==> src/rtl/io_port_bridge.sv <==
`default_nettype none
`timescale 1ns/1ps
// +----------------------------------------------------------------------------+
// | Module      : io_port_bridge                                                |
// | Description : Host-side peer of the processor I/O pins. Bytes from the host |
// |               are queued in an input FIFO and presented on In_port. Each    |
// |               queued byte raises an interrupt request, and the byte is      |
// |               popped when the CPU acknowledges it. Bytes the CPU writes on  |
// |               Out_port are queued in an output FIFO for the host.           |
// | Revision    : 1.0 - initial release                                         |
// +----------------------------------------------------------------------------+
// Parameters
//   DEPTH        entries per FIFO (power of two, >= 2)
//   INT_PULSE    cycles int_req is held high per request (1..15)
//   ACK_TIMEOUT  cycles waited for cpu_in_ack before re-raising int_req (2..255)
// Ports
//   clk, rst                      clock and synchronous active-high reset
//   host_in_valid/data/ready      host -> input FIFO handshake
//   In_port                       head of input FIFO, 8'h00 when empty
//   int_req                       interrupt request to the processor (the int pin)
//   cpu_in_ack                    processor consumed In_port (1-cycle pulse)
//   Out_port, cpu_out_we          processor output byte and its strobe
//   host_out_valid/data/ready     output FIFO -> host handshake
//   ack_timeout                   sticky: an acknowledge timeout has occurred
//   out_overflow                  sticky: a CPU output byte was dropped
//   out_drop_cnt                  saturating count of dropped output bytes,
//                                 present only when IO_BRIDGE_DROP_CNT_EN is defined
// +----------------------------------------------------------------------------+

module io_port_bridge #(
  parameter int DEPTH       = 4,
  parameter int INT_PULSE   = 1,
  parameter int ACK_TIMEOUT = 16
) (
  input  logic       clk,
  input  logic       rst,
  input  logic       host_in_valid,
  input  logic [7:0] host_in_data,
  output logic       host_in_ready,
  output logic [7:0] In_port,
  output logic       int_req,
  input  logic       cpu_in_ack,
  input  logic [7:0] Out_port,
  input  logic       cpu_out_we,
  output logic       host_out_valid,
  output logic [7:0] host_out_data,
  input  logic       host_out_ready,
  output logic       ack_timeout,
  output logic       out_overflow
`ifdef IO_BRIDGE_DROP_CNT_EN
  ,
  output logic [7:0] out_drop_cnt
`endif
);

  localparam int         AW           = $clog2(DEPTH);
  localparam logic [AW:0] PTR_INC     = {{AW{1'b0}}, 1'b1};
  localparam logic [3:0] PULSE_LOAD   = 4'(INT_PULSE - 1);
  localparam logic [7:0] TIMEOUT_LAST = 8'(ACK_TIMEOUT - 1);

  // --------------------------------------------------------------------------
  // Input FIFO (host -> CPU)
  // --------------------------------------------------------------------------
  logic [7:0]  in_mem [DEPTH];
  logic [AW:0] in_wr_ptr;
  logic [AW:0] in_rd_ptr;
  logic        in_full;
  logic        in_empty;
  logic        in_push;
  logic        in_pop;

  assign in_empty = (in_wr_ptr == in_rd_ptr);
  assign in_full  = (in_wr_ptr[AW] != in_rd_ptr[AW]) &&
                    (in_wr_ptr[AW-1:0] == in_rd_ptr[AW-1:0]);

  // Readiness depends only on fullness: a same-cycle pop never frees a slot
  // for a push while full.
  assign host_in_ready = !rst && !in_full;
  assign in_push       = host_in_valid && host_in_ready;
  assign In_port       = (rst || in_empty) ? 8'h00 : in_mem[in_rd_ptr[AW-1:0]];

  always_ff @(posedge clk) begin
    if (in_push) begin
      in_mem[in_wr_ptr[AW-1:0]] <= host_in_data;
    end
  end

  always_ff @(posedge clk) begin
    if (rst) begin
      in_wr_ptr <= '0;
      in_rd_ptr <= '0;
    end else begin
      if (in_push) begin
        in_wr_ptr <= in_wr_ptr + PTR_INC;
      end
      if (in_pop) begin
        in_rd_ptr <= in_rd_ptr + PTR_INC;
      end
    end
  end

  // --------------------------------------------------------------------------
  // Interrupt FSM
  // --------------------------------------------------------------------------
  typedef enum logic [1:0] {
    IDLE = 2'd0,
    REQ  = 2'd1,
    WAIT = 2'd2
  } state_t;

  state_t     state;
  state_t     state_nxt;
  logic [3:0] pulse_cnt;
  logic [3:0] pulse_cnt_nxt;
  logic [7:0] wait_cnt;
  logic [7:0] wait_cnt_nxt;
  logic       timeout_hit;

  always_ff @(posedge clk) begin
    if (rst) begin
      state       <= IDLE;
      pulse_cnt   <= '0;
      wait_cnt    <= '0;
      ack_timeout <= 1'b0;
    end else begin
      state     <= state_nxt;
      pulse_cnt <= pulse_cnt_nxt;
      wait_cnt  <= wait_cnt_nxt;
      if (timeout_hit) begin
        ack_timeout <= 1'b1;
      end
    end
  end

  always_comb begin
    state_nxt     = state;
    pulse_cnt_nxt = pulse_cnt;
    wait_cnt_nxt  = wait_cnt;
    in_pop        = 1'b0;
    timeout_hit   = 1'b0;
    case (state)
      IDLE: begin
        // Acks arriving here are ignored; returning through IDLE guarantees
        // a gap between consecutive requests.
        if (!in_empty) begin
          state_nxt     = REQ;
          pulse_cnt_nxt = PULSE_LOAD;
        end
      end
      REQ: begin
        if (cpu_in_ack) begin
          in_pop       = 1'b1;
          state_nxt    = IDLE;
          wait_cnt_nxt = '0;
        end else if (pulse_cnt == 4'd0) begin
          state_nxt    = WAIT;
          wait_cnt_nxt = '0;
        end else begin
          pulse_cnt_nxt = pulse_cnt - 4'd1;
        end
      end
      WAIT: begin
        if (cpu_in_ack) begin
          in_pop       = 1'b1;
          state_nxt    = IDLE;
          wait_cnt_nxt = '0;
        end else if (wait_cnt == TIMEOUT_LAST) begin
          // Re-request without popping: the same byte stays on In_port.
          timeout_hit   = 1'b1;
          state_nxt     = REQ;
          pulse_cnt_nxt = PULSE_LOAD;
          wait_cnt_nxt  = '0;
        end else begin
          wait_cnt_nxt = wait_cnt + 8'd1;
        end
      end
      default: begin
        state_nxt = IDLE;
      end
    endcase
  end

  assign int_req = (state == REQ);

  // --------------------------------------------------------------------------
  // Output FIFO (CPU -> host)
  // --------------------------------------------------------------------------
  logic [7:0]  out_mem [DEPTH];
  logic [AW:0] out_wr_ptr;
  logic [AW:0] out_rd_ptr;
  logic        out_full;
  logic        out_empty;
  logic        out_push;
  logic        out_pop;
  logic        out_drop;

  assign out_empty = (out_wr_ptr == out_rd_ptr);
  assign out_full  = (out_wr_ptr[AW] != out_rd_ptr[AW]) &&
                     (out_wr_ptr[AW-1:0] == out_rd_ptr[AW-1:0]);

  assign host_out_valid = !rst && !out_empty;
  assign host_out_data  = (rst || out_empty) ? 8'h00 : out_mem[out_rd_ptr[AW-1:0]];
  assign out_pop        = host_out_valid && host_out_ready;
  // A host pop in the same cycle frees the slot the CPU write needs.
  assign out_push       = !rst && cpu_out_we && (!out_full || out_pop);
  assign out_drop       = cpu_out_we && out_full && !out_pop;

  always_ff @(posedge clk) begin
    if (out_push) begin
      out_mem[out_wr_ptr[AW-1:0]] <= Out_port;
    end
  end

  always_ff @(posedge clk) begin
    if (rst) begin
      out_wr_ptr   <= '0;
      out_rd_ptr   <= '0;
      out_overflow <= 1'b0;
    end else begin
      if (out_push) begin
        out_wr_ptr <= out_wr_ptr + PTR_INC;
      end
      if (out_pop) begin
        out_rd_ptr <= out_rd_ptr + PTR_INC;
      end
      if (out_drop) begin
        out_overflow <= 1'b1;
      end
    end
  end

`ifdef IO_BRIDGE_DROP_CNT_EN
  always_ff @(posedge clk) begin
    if (rst) begin
      out_drop_cnt <= 8'h00;
    end else if (out_drop && (out_drop_cnt != 8'hFF)) begin
      out_drop_cnt <= out_drop_cnt + 8'd1;
    end
  end
`else
  // Without the counter, drops are reported only through out_overflow.
`endif

endmodule

`default_nettype wire

==> config.mk <==
export PLATFORM = sky130hd
export DESIGN_NAME = io_port_bridge
export DESIGN_NICKNAME = d
export VERILOG_FILES = /design/src/rtl/io_port_bridge.sv
export SDC_FILE = /design/constraint.sdc
export NUM_CORES = 1
export LEC_CHECK = 0
export ABC_AREA = 1
export BUFFER_PORTS_ARGS = -buffer_cell sky130_fd_sc_hd__buf_4
export CORE_MARGIN = 2
export CORE_UTILIZATION = 59
export DETAILED_ROUTE_END_ITERATION = 16
export GPL_TIMING_DRIVEN = 1
export PLACE_DENSITY = 0.9
export SLEW_MARGIN = 20
export SYNTH_ARGS = -nofsm -noshare
export SYNTH_HDL_FRONTEND = slang
export SYNTH_SLANG_ARGS = --single-unit
==> constraint.sdc <==
create_clock -name clk -period 2.15 [get_ports clk]
set_input_delay 0.1075 -clock clk [delete_from_list [all_inputs] [get_ports clk]]
set_output_delay 0.1075 -clock clk [all_outputs]
set_load 0.02 [all_outputs]
==> impl_metrics.toml, run 1 <==
[layout]
areaGrowthSynthToFinish_pct = 19.53
antenna-diode-count = 0
fin_nets = 566
num-fill-cells = 542
drive_gt1_share_pct = 16.73
utilization_pct = 72.29
fin_cells = 631

[global_routing]
grt_max_degree = 22
grt_first_pass_wirelength_mm = 15.57
grt_overflow_total = 0
grt_pass1_vias = 3399
antenna_found_initial = 0
track_usage_pct = 24.16

[place]
dpl.cell_count = 600
place_ws_ps = 281.1
io_buffers = 42
dp_hpwl_mm = 6.226
finalWeightedCongestion = 0.8597

[routing]
ant_nets = 0
totalWireLength_mm = 9.377
drt_first_iter_violations = 235
firstDrtPassIters = 5
viasPerCell = 5.371
vias = 3389
wire_per_inst_um = 14.86
drcViolationCount = 0

[timing]
tns_ps = 0
drv_slew = 0
rsz0062_at_grt = "no"
worst_pin_slew_ps = 709.9
final_hold_viol_count = 0
skew_ps = 14.59
whs_ps = 30.82
setup_viol = 0
max-slew-margin-rel_pct = 52.50
worst_slack_ps = 93.13
fmax_ghz = 0.4862
fin_crit_ps = 2057
period_share_pct = 95.67

[worst_setup_path]
criticalPathCategory = "reg2out"
regToRegSetupSlack_ps = 210
critPathRequiredTime_ps = 2040
cp-endpoint = "In_port[4]"
arrival_ps = 1950
worst-r2r-cell-count = 6
end_kind = "output pin"
r2r-start = "out_wr_ptr[0]$_SDFFE_PP0P_"
rr_endpoint = "out_mem[2][0]$_DFFE_PP_"
worst-path-max-fanout = 17
cp-start-kind = "flip-flop"

[synthesis]
yosysUniqueCellTypes = 31
async_reset_ff_share_pct = 0
syn_avg_cell_area_um2 = 9.383
synth_flop_cell = "edfxtp_1"
synth-seq-area-share_pct = 58.73
synth_common_cells = "nor2_1 (104), nand2_1 (68), edfxtp_1 (64)"
synth_edf_count = 64
yosysWarnings = 0
yosys.cell_count.top_type = "nor2_1"
synth_top_area_share_pct = 44.05
netlist_area_um2 = 4363
synthCells = 465
synth_seq_cells = 96
netlist_top_cells_area = "edfxtp_1 (44%), dfxtp_1 (15%), nor2_1 (8.9%)"
synth_area_leader_cell = "edfxtp_1"
postSynthNetCount = 503

[floorplanning]
core_um2 = 7214
io_pins = 43
chipWidth_um = 90.00
dieArea_um2 = 8099
die_height_um = 90.00
initial_core_util_pct = 60.48
rows = 31

[run_status]
status = "finished clean"

[clocking]
clock_path_buffers = 2
clock_sinks = 96
postCtsSetupRepairBufs = 0
htreeDepth = 3
clk_pin_slew_worst_paths_ps = 100
cts_root_buf = "clkbuf_8"
clk_latency_ps = 360
cts_buffers = 9
tritoncts = "yes"

[power_and_ir_drop]
p_per_area_nw_per_um2 = 954.5
p_leak_uw = 0.002156
peakVddDrop_mv = 0.7855

[job]
drv_cap = 0

[min_path]
holdCritPathClass = "in2reg"
[timing repair]
action	CTS	global route
hold buffers	16	0
hold endpoints to repair	64	0
setup endpoints to repair	0	9
gates resized for setup	0	2
[registers in the layout, indices dropped and copies added (netlist names), 2 cells and up, named ones only]
signal      cells
in_mem         32
out_mem        32
wait_cnt        8
pulse_cnt       4
in_rd_ptr       3
in_wr_ptr       3
out_rd_ptr      3
out_wr_ptr      3
state           2
[how the worst min path moves through the flow]
stage / slack [ps] / start / depth (start not counted) / endpoint
floorplan: 210 / host_in_data[0] / 0 / in_mem[0][0]$_DFFE_PP_
global placement: 320 / host_in_data[6] / 1 / in_mem[0][6]$_DFFE_PP_
detailed placement: 320 / Out_port[5] / 1 / out_mem[3][5]$_DFFE_PP_
CTS: 30 / rst / 2 / in_wr_ptr[2]$_SDFFE_PP0P_
global route: 30 / rst / 2 / out_rd_ptr[2]$_SDFFE_PP0N_
finish: 30 / rst / 2 / in_wr_ptr[2]$_SDFFE_PP0P_
[final cells by class]
class	instances	area, um^2	area share [%]
Multi-Input combinational cell	304	1548	29.68
Timing Repair Buffer	63	513.0	9.837
Clock buffer	9	123.9	2.375
Clock inverter	6	137.6	2.639
Tap cell	99	123.9	2.375
Sequential cell	96	2564	49.16
Inverter	54	205.2	3.935
[critical path: stages (launching register included)]
cell	delay, ps
dfxtp_1	710
inv_2	240
o21ai_0	330
a21oi_1	120
buf_4	170
[power breakdown]
part           switching, uW  internal, uW
logic                    812           463
clock network            626           892
registers                112          2070
total                   1550          3430
[stage by stage]
step / cell area (um^2) / total power [uW]
global route: 5215 / 5241
finish: 5215 / 4978
CTS: 5211 / 4974
floorplan: 4363 / 3113
detailed placement: 4790 / 3450
global placement: 4790 / 3382
[cells by family (layout without fill, tap and decap cells)]
group / count (synthesis) / in the layout / synth area share (%)
DFF: 96 / 96 / 58.73
AOI/OAI and AO/OA: 71 / 71 / 8.890
buffers and inverters: 65 / 132 / 5.850
xor gates and xnor gates: 6 / 6 / 1.205
adders and majority gates: 16 / 16 / 4.588
and+or+nand+nor: 211 / 211 / 20.73
[routing by layer]
layer  wire length, um  track usage [%]  vias to the layer above  share of wire (%)
met4               261            10.38                        0                2.8
met3               388            4.275                       25                4.1
met2              4971            44.38                      115                 53
met1              3755            27.69                     1598                 40
met5                 0                0                        -                  0
li1                  -                -                     1651                  -
[layout by cell type (no fill, tap or decap), types with 2 or more instances in the layout]
master	Yosys	layout
nor2_1	104	104
nand2_1	68	67
edfxtp_1	64	64
inv_1	48	48
buf_4	0	47
o21ai_0	38	38
dfxtp_1	32	31
a21oi_1	27	27
nand3_1	16	16
ha_1	16	16
dlygate4sd3_1	0	16
clkbuf_8	0	9
nand4_1	7	7
inv_2	5	5
nand3_2	4	4
bufinv_16	0	4
xnor2_1	3	3
nand2_2	2	3
xor2_1	3	3
nor2_2	2	2
a21oi_2	2	2
or2_2	2	2
inv_6	0	2
Note: power is estimated with default switching activity, not from simulation.
==> inputs of run 2 (changes only) <==
--- a/config.mk
+++ b/config.mk
@@ -5,13 +5,11 @@
 export SDC_FILE = /design/constraint.sdc
 export NUM_CORES = 1
 export LEC_CHECK = 0
-export ABC_AREA = 1
 export BUFFER_PORTS_ARGS = -buffer_cell sky130_fd_sc_hd__buf_4
-export CORE_MARGIN = 2
-export CORE_UTILIZATION = 59
+export CORE_UTILIZATION = 58
 export DETAILED_ROUTE_END_ITERATION = 16
 export GPL_TIMING_DRIVEN = 1
-export PLACE_DENSITY = 0.9
+export PLACE_DENSITY = 0.89
 export SLEW_MARGIN = 20
 export SYNTH_ARGS = -nofsm -noshare
 export SYNTH_HDL_FRONTEND = slang
==> impl_metrics.toml, run 2 <==
[floorplanning]
io_pins = 43
initial_core_util_pct = 60.87
core_um2 = 6907
chipWidth_um = 87.14
rows = 30
dieArea_um2 = 7593
die_height_um = 87.14

[timing]
max-slew-margin-rel_pct = 54.27
tns_ps = 0
fin_crit_ps = 1969
final_hold_viol_count = 0
worst_pin_slew_ps = 683.5
fmax_ghz = 0.5079
whs_ps = 32.35
setup_viol = 0
period_share_pct = 91.58
rsz0062_at_grt = "no"
skew_ps = 11.25
drv_slew = 0

[synthesis]
netlist_area_um2 = 4204
yosys.cell_count.top_type = "edfxtp_1"
syn_avg_cell_area_um2 = 14.06
postSynthNetCount = 337
netlist_top_cells_area = "edfxtp_1 (46%), dfxtp_1 (15%), mux4_2 (8.6%)"
synth-seq-area-share_pct = 60.95
synth_edf_count = 64
synth_flop_cell = "edfxtp_1"
synth_area_leader_cell = "edfxtp_1"
yosysWarnings = 0
synthCells = 299
async_reset_ff_share_pct = 0
synth_seq_cells = 96
synth_common_cells = "edfxtp_1 (64), dfxtp_1 (32), nor2_1 (17)"
yosysUniqueCellTypes = 48
synth_top_area_share_pct = 45.71

[min_path]
holdCritPathClass = "in2reg"

[routing]
vias = 2671
wire_per_inst_um = 17.48
drt_first_iter_violations = 143
drcViolationCount = 0
totalWireLength_mm = 8.113
ant_nets = 0
viasPerCell = 5.756
firstDrtPassIters = 5

[global_routing]
grt_pass1_vias = 2733
track_usage_pct = 23.66
grt_overflow_total = 0
grt_max_degree = 20
antenna_found_initial = 0
grt_first_pass_wirelength_mm = 13.21

[worst_setup_path]
regToRegSetupSlack_ps = 220
arrival_ps = 1860
cp-startpoint = "in_rd_ptr[2]$_SDFFE_PP0P_"
path_depth = 5
slowest_delay_ps = 340
cp-endpoint = "In_port[4]"
path_cells = "xnor2_1, buf_4, nand3_1, and3_1, buf_4"
worst-r2r-cell-count = 6
critPathTopFamily = "simple AND/OR/NAND/NOR gates"
worst-path-buf-inv = 2
r2r-start = "pulse_cnt[0]$_SDFFE_PP0P_"
cp-start-kind = "flip-flop"
path_common_cell = "buf_4"
worst-path-max-fanout = 8
cp_slowest_cell = "dfxtp_1"
critPathRequiredTime_ps = 2040
criticalPathCategory = "reg2out"
end_kind = "output pin"
rr_endpoint = "wait_cnt[7]$_SDFFE_PP0P_"

[layout]
mostFrequentLayoutCells = "edfxtp_1 (64), buf_4 (48), dfxtp_1 (32), nor2_1 (17)"
layout.cells.most_common = "edfxtp_1"
antenna-diode-count = 0
fin_nets = 401
areaGrowthSynthToFinish_pct = 18.07
drive_gt1_share_pct = 23.64

[place]
finalWeightedCongestion = 0.8647
io_buffers = 42
dp_hpwl_mm = 5.629

[power_and_ir_drop]
p_leak_uw = 0.001817
p_per_area_nw_per_um2 = 830.1
peakVddDrop_mv = 0.5968

[clocking]
clk_pin_slew_worst_paths_ps = 90
clock_sinks = 96
cts_buffers = 9
htreeDepth = 3
clock_path_buffers = 2
tritoncts = "yes"
clk_latency_ps = 370
cts_root_buf = "clkbuf_8"
cts-resized-gates = 0

[run_status]
status = "finished clean"

[job]
drv_cap = 0
==> run 2: changes by cell type after synthesis, moves of 16 or more <==
cell	previous run	this run
o21ai_0	38	4
nor2_1	104	17
inv_1	48	15
mux4_2	0	16
a21oi_1	27	8
and2_1	0	16
nand2_1	68	11
==> run 2: through the flow <==
step / cells / instance area [um^2] / setup WS, ps / total power [uW] / utilization, %
6_report: 464 / 4964 / 181.1 / 4120 / 71.87
5_1_grt: 464 / 4964 / 61.23 / 4328 / 71.87
4_1_cts: 464 / 4964 / 148.2 / 4131 / 71.87
3_5_place_dp: 432 / 4629 / 221.1 / 3092 / 67.03
3_3_place_gp: 432 / 4629 / 315.0 / 3045 / 67.03
2_1_floorplan: 299 / 4204 / 372.0 / 2791 / -
==> run 2: routing by layer <==
metal | vias to the layer above | GRT usage, % | wire [um]
met5 | - | 0 | 0
met4 | 0 | 9.985 | 167
met3 | 19 | 4.645 | 322
met2 | 78 | 41.09 | 4220
met1 | 1313 | 29.03 | 3402
li1 | 1261 | - | -
==> run 2: tightest hold or removal path, delay by kind of cell <==
family	cells	cell delay (ps)
buf+inv	1	90
simple gates	1	80
compound gates	1	80
==> run 2: layout make-up <==
class,count,area [um^2]
repair buffers,64,520.5
clock buffers,10,127.6
flip-flops and latches,96,2562
fillers,462,1943
well taps,96,120.1
clock inverters,6,46.29
multi-input cells,177,1530
inverters,15,56.30
==> run 2: what timing repair did <==
item | CTS | global route
endpoints found under the hold margin | 64 | 0
setup buffers | 0 | 0
hold buffers | 16 | 0
==> run 2: cells by family after synthesis <==
logic type	after synthesis	share of synthesized area, %
AO/OA/AOI/OAI	44	8.215
XOR/XNOR	16	3.333
adder cells (fa/ha/maj)	16	4.762
buffers and inverters	26	2.649
flip-flops	96	60.95
multiplexers	17	8.839
AND/OR/NAND/NOR	84	11.25
==> run 2: where the power goes <==
part | switching [uW] | internal (uW) | total (uW)
clock | 620 | 423 | 1040
sequential | 72.5 | 2050 | 2120
combinational | 528 | 428 | 956
==> run 2: how the worst min path moves through the flow <==
stage	start	endpoint	slack (ps)	cells past startpoint
2_1_floorplan	host_in_data[0]	in_mem[0][0]$_DFFE_PP_	210	0
3_3_place_gp	host_in_data[1]	in_mem[2][1]$_DFFE_PP_	310	1
3_5_place_dp	host_in_data[7]	in_mem[1][7]$_DFFE_PP_	310	1
4_1_cts	cpu_out_we	out_overflow$_SDFFE_PP0P_	30	3
5_1_grt	cpu_out_we	out_overflow$_SDFFE_PP0P_	30	3
6_report	cpu_out_we	out_overflow$_SDFFE_PP0P_	30	3
==> inputs of run 3 (changes only) <==
--- a/config.mk
+++ b/config.mk
@@ -6,10 +6,11 @@
 export NUM_CORES = 1
 export LEC_CHECK = 0
 export BUFFER_PORTS_ARGS = -buffer_cell sky130_fd_sc_hd__buf_4
-export CORE_UTILIZATION = 58
+export CORE_UTILIZATION = 60
+export CTS_BUF_LIST = sky130_fd_sc_hd__clkbuf_4 sky130_fd_sc_hd__clkbuf_8
 export DETAILED_ROUTE_END_ITERATION = 16
 export GPL_TIMING_DRIVEN = 1
-export PLACE_DENSITY = 0.89
+export PLACE_DENSITY = 0.91
 export SLEW_MARGIN = 20
 export SYNTH_ARGS = -nofsm -noshare
 export SYNTH_HDL_FRONTEND = slang
==> impl_metrics.toml, run 3 (synthesis results as in run 2) <==
[run_status]
status = "finished clean"

[worst_setup_path]
end_kind = "output pin"
cp-start-kind = "flip-flop"
worst-path-max-fanout = 8
cp_slowest_cell = "xnor2_1"
critPathRequiredTime_ps = 2040
criticalPathCategory = "reg2out"
slowest_delay_ps = 410
arrival_ps = 1870
path_cells = "xnor2_1, nand3_2, and3_1, buf_4"

[timing]
worst_pin_slew_ps = 516.7
period_share_pct = 92.10
skew_ps = 16.66
rsz0062_at_grt = "no"
fin_crit_ps = 1980
final_hold_viol_count = 0
setup_viol = 0
max-slew-margin-rel_pct = 65.01
drv_slew = 0
fmax_ghz = 0.5050
tns_ps = 0

[layout]
antenna-diode-count = 0
mostFrequentLayoutCells = "edfxtp_1 (64), buf_4 (47), dfxtp_1 (32), nor2_1 (17), dlygate4sd3_1 (17)"
areaGrowthSynthToFinish_pct = 18.87
drive_gt1_share_pct = 23.91
layout.cells.most_common = "edfxtp_1"
fin_nets = 401

[routing]
drt_first_iter_violations = 112
drcViolationCount = 0
viasPerCell = 5.886
wire_per_inst_um = 18.09
totalWireLength_mm = 8.394
ant_nets = 0
vias = 2731
firstDrtPassIters = 4

[floorplanning]
rows = 30
io_pins = 43
die_height_um = 85.71
dieArea_um2 = 7345
core_um2 = 6794
initial_core_util_pct = 61.88
chipWidth_um = 85.71

[clocking]
cts_buffers = 9
postCtsSetupRepairBufs = 0
clock_path_buffers = 2
cts_root_buf = "clkbuf_8"
tritoncts = "yes"
htreeDepth = 3
clk_latency_ps = 380
clk_pin_slew_worst_paths_ps = 100
clock_sinks = 96

[global_routing]
grt_pass1_vias = 2850
track_usage_pct = 24.40
antenna_found_initial = 0
grt_max_degree = 27
grt_first_pass_wirelength_mm = 13.40
grt_overflow_total = 0

[min_path]
holdCritPathClass = "in2reg"

[place]
dp_hpwl_mm = 5.414
finalWeightedCongestion = 0.8694
io_buffers = 42

[power_and_ir_drop]
p_per_area_nw_per_um2 = 857.6
p_leak_uw = 0.001848
total_power_uw = 4286
peakVddDrop_mv = 0.5051

[job]
drv_cap = 0
-- run 3: cell count changes in the layout (fill, tap and decap cells not counted), sizes merged --
cell,previous run,this run
clkinvlp,3,0
dlygate4sd3,16,17
inv,15,21
clkinv,3,1
buf,48,47
clkbuf,10,9
-- run 3: metrics by stage --
step           utilization, %  cell area [um^2]  setup WS [ps]  std cells  hold slack, ps
6_report                73.55              4997          169.9        464           61.35
3_3_place_gp            68.03              4622          322.0        431           307.3
3_5_place_dp            68.03              4622          269.0        431           310.3
4_1_cts                 73.48              4992          155.4        464           47.35
5_1_grt                 73.55              4997          47.72        464           84.71
2_1_floorplan               -              4204          372.0        299           206.4
-- run 3: what timing repair did --
item / 4_1_cts / 5_1_grt
gates resized for setup: 0 / 1
hold buffers: 17 / 0
hold endpoints to repair: 65 / 0
setup endpoints to repair: 0 / 8
-- run 3: worst max-delay path, delay by kind of cell (launching register included) --
kind	cells	cell delay [ps]
flip-flops	1	340
XOR/XNOR	1	410
buffers and inverters	1	160
AND/OR/NAND/NOR	2	580
-- run 3: cell type report --
type                       instances  area, um^2
clock buffer                       9       123.9
tap                               96       120.1
fill                             430        1797
clock inverter                     7       76.32
timing repair buffer              64       523.0
sequential                        96        2562
inverter                          15       56.30
multi-input combinational        177        1535
-- run 3: path summary, 6_finish.rpt --
path,startpoint,endpoint,slack (ps),depth (start not counted)
setup / recovery,in_rd_ptr[2]$_SDFFE_PP0P_,In_port[4],170,4
hold / removal,host_out_ready,out_rd_ptr[0]$_SDFFE_PP0N_,60,3
setup reg to reg,pulse_cnt[0]$_SDFFE_PP0P_,wait_cnt[7]$_SDFFE_PP0P_,210,6
hold reg to reg,wait_cnt[1]$_SDFFE_PP0P_,wait_cnt[1]$_SDFFE_PP0P_,480,2
-- run 3: layer usage --
metal | GRT usage, % | vias to the layer above | part of all wire [%]
li1 | - | 1269 | -
met1 | 27.77 | 1328 | 40
met2 | 43.85 | 108 | 53
met3 | 4.716 | 26 | 4.9
met4 | 12.42 | 0 | 2.9
met5 | 0 | - | 0
-- run 3: power by group --
| part | internal (uW) | leakage [uW] | switching (uW) | total, uW |
|---|---|---|---|---|
| logic | 432 | 0.000904 | 546 | 978 |
| clock network | 467 | 0.000103 | 715 | 1180 |
| registers | 2050 | 0.000841 | 76.4 | 2130 |
